File: config.mk
export PLATFORM = sky130hd
export DESIGN_NAME = logic_unit_pipe
export DESIGN_NICKNAME = d
export VERILOG_FILES = /design/src/rtl/logic_unit_pkg.sv /design/src/rtl/logic_skid_buf.sv /design/src/rtl/logic_unit_pipe.sv
export SDC_FILE = /design/constraint.sdc
export NUM_CORES = 1
export LEC_CHECK = 0
export CAP_MARGIN = 20
export CORE_MARGIN = 2
export CORE_UTILIZATION = 52
export CTS_CLUSTER_DIAMETER = 100
export DETAILED_ROUTE_END_ITERATION = 8
export PLACE_DENSITY = 0.86
export SLEW_MARGIN = 20
export SYNTH_ARGS = -nofsm -noshare
export SYNTH_HDL_FRONTEND = slang
export SYNTH_HIERARCHICAL = 1
export SYNTH_SLANG_ARGS = --single-unit
File: constraint.sdc
create_clock -name clk -period 1.5 [get_ports clk]
set_input_delay 0.15 -clock clk [delete_from_list [all_inputs] [get_ports clk]]
set_output_delay 0.15 -clock clk [all_outputs]
set_load 0.02 [all_outputs]
File: src/rtl/logic_unit_pkg.sv
// Shared definitions for the pipelined bitwise logic unit: operation
// encoding and default datapath width.
package logic_unit_pkg;

  localparam int unsigned DEFAULT_WIDTH = 8;

  typedef enum logic [2:0] {
    OP_NOT  = 3'd0,
    OP_AND  = 3'd1,
    OP_OR   = 3'd2,
    OP_XOR  = 3'd3,
    OP_NAND = 3'd4,
    OP_NOR  = 3'd5,
    OP_XNOR = 3'd6,
    OP_PASS = 3'd7
  } op_e;

endpackage

File: src/rtl/logic_skid_buf.sv
// Two-entry valid/ready register stage (output register plus skid register)
// with a registered in_ready that is low exactly while the skid entry is full.
module logic_skid_buf #(
  parameter int unsigned W = 8
) (
  input  logic         clk,
  input  logic         rst_n,
  input  logic         in_valid,
  output logic         in_ready,
  input  logic [W-1:0] in_data,
  output logic         out_valid,
  input  logic         out_ready,
  output logic [W-1:0] out_data
);

  logic         out_valid_q, out_valid_n;
  logic [W-1:0] out_data_q,  out_data_n;
  logic         skid_valid_q, skid_valid_n;
  logic [W-1:0] skid_data_q,  skid_data_n;
  logic         in_ready_q,   in_ready_n;
  logic         accept, consume;

  assign accept  = in_valid & in_ready_q;
  assign consume = out_valid_q & out_ready;

  // in_ready_q mirrors !skid_valid_q, so accept and a skid refill never coincide.
  always_comb begin
    out_valid_n  = out_valid_q;
    out_data_n   = out_data_q;
    skid_valid_n = skid_valid_q;
    skid_data_n  = skid_data_q;
    if (consume && skid_valid_q) begin
      out_data_n   = skid_data_q;
      skid_valid_n = 1'b0;
    end else if (consume || !out_valid_q) begin
      out_valid_n = accept;
      if (accept) begin
        out_data_n = in_data;
      end
    end else if (accept) begin
      skid_valid_n = 1'b1;
      skid_data_n  = in_data;
    end
    in_ready_n = ~skid_valid_n;
  end

  always_ff @(posedge clk or negedge rst_n) begin
    if (!rst_n) begin
      out_valid_q  <= 1'b0;
      out_data_q   <= '0;
      skid_valid_q <= 1'b0;
      skid_data_q  <= '0;
      in_ready_q   <= 1'b0;
    end else begin
      out_valid_q  <= out_valid_n;
      out_data_q   <= out_data_n;
      skid_valid_q <= skid_valid_n;
      skid_data_q  <= skid_data_n;
      in_ready_q   <= in_ready_n;
    end
  end

  assign in_ready  = in_ready_q;
  assign out_valid = out_valid_q;
  assign out_data  = out_data_q;

endmodule

File: src/rtl/logic_unit_pipe.sv
// Pipelined bitwise logic unit: combinational op decode feeding a two-entry
// skid buffer. Define LOGIC_PARITY_EN to add a registered even-parity output.
module logic_unit_pipe
  import logic_unit_pkg::*;
#(
  parameter int unsigned WIDTH = DEFAULT_WIDTH
) (
  input  logic             clk,
  input  logic             rst_n,
  input  logic             in_valid,
  output logic             in_ready,
  input  logic [WIDTH-1:0] in_a,
  input  logic [WIDTH-1:0] in_b,
  input  logic [2:0]       in_op,
  output logic             out_valid,
  input  logic             out_ready,
  output logic [WIDTH-1:0] out_y
`ifdef LOGIC_PARITY_EN
  ,
  output logic             out_par
`endif
);

`ifdef LOGIC_PARITY_EN
  localparam int unsigned PW = WIDTH + 1;
`else
  localparam int unsigned PW = WIDTH;
`endif

  op_e             op;
  logic [WIDTH-1:0] y;
  logic [PW-1:0]    in_pl;
  logic [PW-1:0]    out_pl;

  assign op = op_e'(in_op);

  always_comb begin
    y = '0;
    case (op)
      OP_NOT:  y = ~in_a;
      OP_AND:  y = in_a & in_b;
      OP_OR:   y = in_a | in_b;
      OP_XOR:  y = in_a ^ in_b;
      OP_NAND: y = ~(in_a & in_b);
      OP_NOR:  y = ~(in_a | in_b);
      OP_XNOR: y = ~(in_a ^ in_b);
      OP_PASS: y = in_a;
      default: y = '0;
    endcase
  end

`ifdef LOGIC_PARITY_EN
  // Parity travels with the result so it stays aligned through the skid entry.
  assign in_pl   = {^y, y};
  assign out_par = out_pl[WIDTH];
`else
  assign in_pl = y;
`endif
  assign out_y = out_pl[WIDTH-1:0];

  logic_skid_buf #(
    .W (PW)
  ) u_buf (
    .clk       (clk),
    .rst_n     (rst_n),
    .in_valid  (in_valid),
    .in_ready  (in_ready),
    .in_data   (in_pl),
    .out_valid (out_valid),
    .out_ready (out_ready),
    .out_data  (out_pl)
  );

endmodule

# Word-level counts from Yosys, hierarchy flattened
# Cells that the tools add are included.
dict set report totals {
  regBits 19
  inputBits 23
}
dict set report classes {
  eq_ne 7
  n_mux 7
  bitwise 12
  n_reduce_logical 9
}
# operator count
set ops {}
lappend ops {{$pmux 8 s8} 1}
lappend ops {{$not 8->8} 4}
lappend ops {{$mux 8} 3}
lappend ops {{$eq 3x3->1 const B} 4}
lappend ops {{$and 8x8->8} 1}
lappend ops {{$or 8x8->8} 1}
lappend ops {{$xor 8x8->8} 1}
lappend ops {{$eq 3x2->1 const B} 2}
lappend ops {{$reduce_and 2->1} 2}
lappend ops {{$reduce_bool 2->1} 2}
lappend ops {{$eq 3x1->1 const B} 1}
lappend ops {{$logic_not 3->1} 1}
lappend ops {{$mux 1} 3}
lappend ops {{$not 1->1} 3}
lappend ops {{$reduce_and 3->1} 1}
lappend ops {{$and 1x1->1} 2}
lappend ops {{$logic_and 1x1->1} 1}
lappend ops {{$logic_not 1->1} 1}
lappend ops {{$logic_or 1x1->1} 1}

# Depth between registers and ports, before layout
dict set report depth {
  depth_word 6
  mapped_depth 8
  mapped_depth_nobuf 8
}

# Hierarchy
# The synthesis kept the hierarchy.
# module instances cells_each area_per_inst_um2 seq_area_each_um2
set modules_own_cells {}
lappend modules_own_cells {logic_skid_buf 1 72 860.8 475.5}
lappend modules_own_cells {logic_unit_pipe 1 117 854.6 0.0}

# Least setup slack after synthesis
# Ideal clock, no wire load.
dict set report synth_path {
  kind {input port to flip-flop}
  startpoint {input in_a[1]}
  endpoint {register u_buf.skid_data_q[1]}
  setup_ns 0.125
  arrival_ns 1.274
  required_ns 1.375
  setup_slack_ns 0.102
  path_stages 6
  path_cell_list {inv_1 ha_1 or3_1 o2111ai_1 o21ai_1 mux2_2}
}
dict set report synth_between {
  elab_chain_cells 3
  word_cells_on_any_way 8
}
# item line_no
set synth_rtl {}
lappend synth_rtl {{start: declaration} logic_unit_pipe.sv:12} ;# input logic [WIDTH-1:0] in_a,
lappend synth_rtl {{$xor 8x8->8 (tied with other cells)} {logic_unit_pipe.sv:43, logic_unit_pipe.sv:46}}
lappend synth_rtl {{$not 8->8 (on tied branches)} {logic_unit_pipe.sv:46, logic_unit_pipe.sv:44, logic_unit_pipe.sv:45}}
lappend synth_rtl {{$pmux 8 s8 (*)} logic_unit_pipe.sv:39} ;# case (op)
lappend synth_rtl {{via in_pl[1]} logic_unit_pipe.sv:32} ;# logic [PW-1:0] in_pl;
lappend synth_rtl {{end signal: assignment} logic_skid_buf.sv:58} ;# skid_data_q <= skid_data_n;
lappend synth_rtl {{end: declaration} logic_skid_buf.sv:19} ;# logic [W-1:0] skid_data_q, skid_data_n;
# The timed path passes the listed nets; every way through them passes the cells marked *.
# A chain may end at the register's enable or synchronous reset.

# Final worst setup path
dict set report layout_path {
  startpoint {input in_op[0]}
  endpoint {register u_buf.out_data_q[7], in the netlist u_buf/out_data[7]}
}
dict set report layout_between {
  elab_chain_cells 5
  word_cells_on_any_way 12
}
# item line_no
set layout_rtl {}
lappend layout_rtl {{start: declaration} logic_unit_pipe.sv:14} ;# input logic [2:0] in_op,
lappend layout_rtl {{$eq 3x3->1 (tied with other cells)} logic_unit_pipe.sv:39}
lappend layout_rtl {{$pmux 8 s8 (*)} logic_unit_pipe.sv:39}
lappend layout_rtl {{via in_pl[7]} logic_unit_pipe.sv:32}
lappend layout_rtl {{$mux 8 (*)} logic_skid_buf.sv:37} ;# if (accept) begin
lappend layout_rtl {{$mux 8 (*)} logic_skid_buf.sv:35} ;# end else if (consume || !out_valid_q) begin
lappend layout_rtl {{$mux 8 (*)} logic_skid_buf.sv:32} ;# if (consume && skid_valid_q) begin
lappend layout_rtl {{end signal: assignment} logic_skid_buf.sv:56} ;# out_data_q <= out_data_n;
lappend layout_rtl {{end: declaration} logic_skid_buf.sv:17} ;# logic [W-1:0] out_data_q, out_data_n;
# The timed path passes the listed nets; every way through them passes the cells marked *. The select of a mux whose other input is x is not followed.

==> Implementation_results.wiki <==
{| class="wikitable"
! Metric !! Value
|-
| Result of the run || completed
|-
| Crit. Startpoint || in_op[0]
|-
| Mapped Avg Cell Area || around 9 µm²
|-
| Detailed-route DRC error count || 0
|-
| Hold/Removal Path Class || input pin to async pin
|-
| Antenna Violating Nets Remaining || 0
|-
| Required time at the endpoint of the critical path || 1.72 ns
|-
| Final cycle utilization of the critical path || 0.9697
|-
| Master cell of the clock root buffer || sky130_fd_sc_hd__clkbuf_4
|-
| Leak || 1.173 nW
|-
| Final count of pins violating max slew || 0
|-
| Setup repair after global routing missed its margin || no
|-
| Total via count after detailed routing || 1686
|-
| Via count of the first global-routing pass || 1602
|-
| Synthesized net count || 228
|-
| Area of combinational cells with multiple inputs || 0.001156 mm²
|-
| Number of register bits inferred by synthesis || 19
|-
| Routed via count divided by cell count || 5.774
|-
| CTS tree || done
|-
| Sum of negative setup slack || 0 ns
|-
| Final count of hold timing violations || 0
|-
| Core Region || slightly above 0.003 mm²
|-
| Global route overflow || 0
|-
| Slew at the pin closest to its max-slew limit || 0.3059 ns
|-
| Number of buffers inserted by post-CTS setup repair || 0
|-
| Boundary pin count || 33
|-
| # hold bufs at CTS || 0
|-
| Net load switching power || 1.108 mW
|-
| Post-synthesis instance area || 0.001715 mm²
|-
| Fillers || 221
|-
| Proportion of power drawn by flip-flops and latches || 0.327
|-
| Warnings from Yosys || 6
|-
| Register area share after synthesis || 0.2772
|-
| Number of rows created at floorplan || 20
|-
| H-tree levels || 1
|-
| Critical Path AT || between 1.5 and 2 ns
|-
| Post-synth EDFFs || 0
|-
| Number of buffers on the longest clock path || 2
|-
| Gate count after technology mapping || 189
|-
| Starting density of the core || 0.5528
|-
| Number of distinct library cells after synthesis || 37
|-
| Switch share || 0.3897
|-
| Clock net sink count || 19
|-
| Largest fanout on the critical path || 10
|-
| Die outline area || 0.003774 mm²
|-
| Crit Path Category || input pin to register
|-
| Area growth from synthesis to final layout || 42.52%
|-
| Share of power burned in the clock network || 0.089
|-
| Reg area || around 480 µm²
|-
| Post-route clock skew || between 0.0015 and 0.002 ns
|-
| Crit Reg-Reg Startpoint || u_buf/out_valid
|-
| Power consumption || 2.842 mW
|-
| Max-slew headroom || 0.7956
|-
| Leading register cell type out of synthesis || sky130_fd_sc_hd__dfrtp_1
|-
| Ant diodes || 0
|-
| Peak VDD IR || just over 1 mV
|-
| Buffers on Ports || 32
|-
| Count of nets after finishing || between 200 and 300
|-
| Horizontal extent of the die || 61.44 µm
|-
| Maximum clock frequency || 687.5 MHz
|-
| Final RePlAce weighted congestion || 0.8146
|-
| Endpoint kind of the worst setup timing path || register
|-
| Global router's overall resource usage || 0.2465
|-
| Largest net degree at the start of global routing || 20
|-
| Number of clock buffers inserted by TritonCTS || 3
|-
| Avg WL per Cell || roughly 15 µm
|-
| Violation count after the first detailed-route iteration || approximately 110
|-
| Internal cell power || 1.735 mW
|-
| Detailed-placement wirelength estimate || 3144 µm
|-
| Drt pass-1 iters || 4
|-
| Worst hold slack || 0.1721 ns
|-
| Antenna violations before repair || 0
|-
| Comb pwr share || 0.584
|-
| Height of the die || 61.44 µm
|-
| Source-to-sink clock delay at the later pin of the worst-skew pair || 0.30 ns
|-
| Nature of the critical path startpoint || input pin
|-
| Fraction of layout instances using a drive strength above 1 || 0.2782
|-
| Drt total wl || 4422 µm
|-
| Clock slew at reported path FFs || 0.10 ns
|-
| Power density over cell area || 1163 mW/mm²
|-
| Count of endpoints failing setup in the final report || 0
|-
| Max-Cap Viols || 0
|-
| Fraction of synthesis flops using an asynchronous set or reset pin || 1.000
|-
| Global-route wire length before repair || 7024 µm
|-
| Tmin final || 1.455 ns
|}
## metrics by stage
| stage | instance area [µm²] | cells | utilization | worst slack [ns] |
|---|---|---|---|---|
| 2_1_floorplan | 1715 | 189 | - | 0.1016 |
| 3_3_place_gp | 2301 | 287 | 0.7415 | -0.4158 |
| 3_5_place_dp | 2301 | 287 | 0.7415 | -0.4712 |
| 4_1_cts | 2410 | 292 | 0.7766 | 0.0006992 |
| 5_1_grt | 2445 | 292 | 0.7879 | 0.004313 |
| 6_report | 2445 | 292 | 0.7879 | 0.04547 |
## synthesized netlist by cell type, types with 3 or more instances
master | n | share of area
sky130_fd_sc_hd__a22oi_1 | 3 | 0.013
sky130_fd_sc_hd__dfrtp_1 | 19 | 0.28
sky130_fd_sc_hd__mux2i_1 | 4 | 0.023
sky130_fd_sc_hd__mux2_2 | 8 | 0.053
sky130_fd_sc_hd__nand3_1 | 4 | 0.012
sky130_fd_sc_hd__buf_2 | 3 | 0.0088
sky130_fd_sc_hd__o32a_1 | 3 | 0.018
sky130_fd_sc_hd__o211ai_1 | 4 | 0.018
sky130_fd_sc_hd__o221ai_1 | 8 | 0.041
sky130_fd_sc_hd__o31a_1 | 5 | 0.026
sky130_fd_sc_hd__nor2_1 | 7 | 0.015
sky130_fd_sc_hd__o21ai_0 | 17 | 0.050
sky130_fd_sc_hd__ha_1 | 16 | 0.12
sky130_fd_sc_hd__or3_1 | 4 | 0.015
sky130_fd_sc_hd__inv_1 | 29 | 0.063
sky130_fd_sc_hd__a2bb2oi_1 | 8 | 0.041
sky130_fd_sc_hd__nand2_1 | 9 | 0.020
sky130_fd_sc_hd__o21ai_1 | 3 | 0.0088
sky130_fd_sc_hd__and2_1 | 8 | 0.029
## final cells by class
type                            count  share of cell area
Multi-Input combinational cell    131              0.4729
Sequential cell                    19              0.1945
Tap cell                           44             0.02252
Clock buffer                        4             0.01075
Inverter                           30             0.04708
Timing Repair Buffer               64              0.2523
## worst max-delay path, stage by stage
cell,delay [ns]
sky130_fd_sc_hd__dlygate4sd2_1,0.27
sky130_fd_sc_hd__bufbuf_16,0.28
sky130_fd_sc_hd__nor2b_1,0.12
sky130_fd_sc_hd__a221o_1,0.31
sky130_fd_sc_hd__o211ai_1,0.10
sky130_fd_sc_hd__o31a_1,0.20
sky130_fd_sc_hd__o21ai_0,0.10
sky130_fd_sc_hd__a2bb2oi_1,0.14
## logic make-up (layout without fill, tap and decap cells)
family | count (synthesis) | count (layout) | share of synthesized area
AO/OA/AOI/OAI | 61 | 61 | 0.2699
AND/OR/NAND/NOR | 40 | 40 | 0.1335
buffers and inverters | 39 | 98 | 0.1006
flip-flops | 19 | 19 | 0.2772
adder cells (fa/ha/maj) | 16 | 16 | 0.1167
multiplexers | 14 | 14 | 0.1021
## cells in the final DEF (no fill, tap or decap), drive strengths merged
master         Yosys  layout
a211o              2       2
a21boi             2       2
a21oi              1       1
a221o              2       2
a22oi              3       3
a2bb2oi            8       8
a32o               1       1
and2               8       8
buf                8      31
bufbuf             0       1
clkbuf             1       4
clkdlybuf4s50      0       9
dfrtp             19      19
dlygate4sd2        0      18
dlymetal6s2s       0       5
ha                16      16
inv               30      30
mux2               8       8
mux2i              4       4
mux4               2       2
nand2             12      12
nand3              5       5
nor2               7       7
nor2b              3       3
o2111ai            2       2
o211ai             4       4
o21ai             20      20
o221ai             8       8
o31a               5       5
o32a               3       3
or2                1       1
or3                4       4
## path summary, 6_finish.rpt
kind | endpoint | slack, ns | cells after the start
max | u_buf/out_data[7] | 0.05 | 8
min | u_buf/out_data[1] | 0.17 | 2
max reg2reg | u_buf/skid_data_q[2] | 0.21 | 3
min reg2reg | u_buf/skid_data_q[7] | 0.51 | 1
max in group asynchronous | u_buf/skid_data_q[3] | 1.13 | 2
min in group clk | u_buf/skid_data_q[7] | 0.51 | 1
## sequential cells by signal, summed over array words and instances (netlist names)
name and cells:
u_buf/out_data 8, u_buf/skid_data_q 8, u_buf/in_ready 1, u_buf/out_valid 1, u_buf/skid_valid_q 1
## timing repair
item,in CTS,in global routing
pin swaps,17,3
setup endpoints to repair,18,6
cloned,1,0
resized for setup,40,10
## power groups by stage
stage                     Sequential [mW]  Combinational, mW  Clock (mW)
after floorplan                      1.06              0.759           0
after global placement              0.923               1.51           0
after detailed placement            0.935               1.55           0
after CTS                           0.925               1.61       0.263
after global routing                0.957               1.78       0.287
final                               0.930               1.66       0.253
## routing by layer
metal	part of all wire	GRT usage	routed length, µm	up-vias
met2	0.51	0.4179	2270	51
met5	0	0	0	-
met3	0.042	0.04832	185	10
li1	-	-	-	810
met1	0.43	0.3202	1892	815
met4	0.017	0.07295	73	0
No activity file was read; power rests on OpenSTA's default activity.
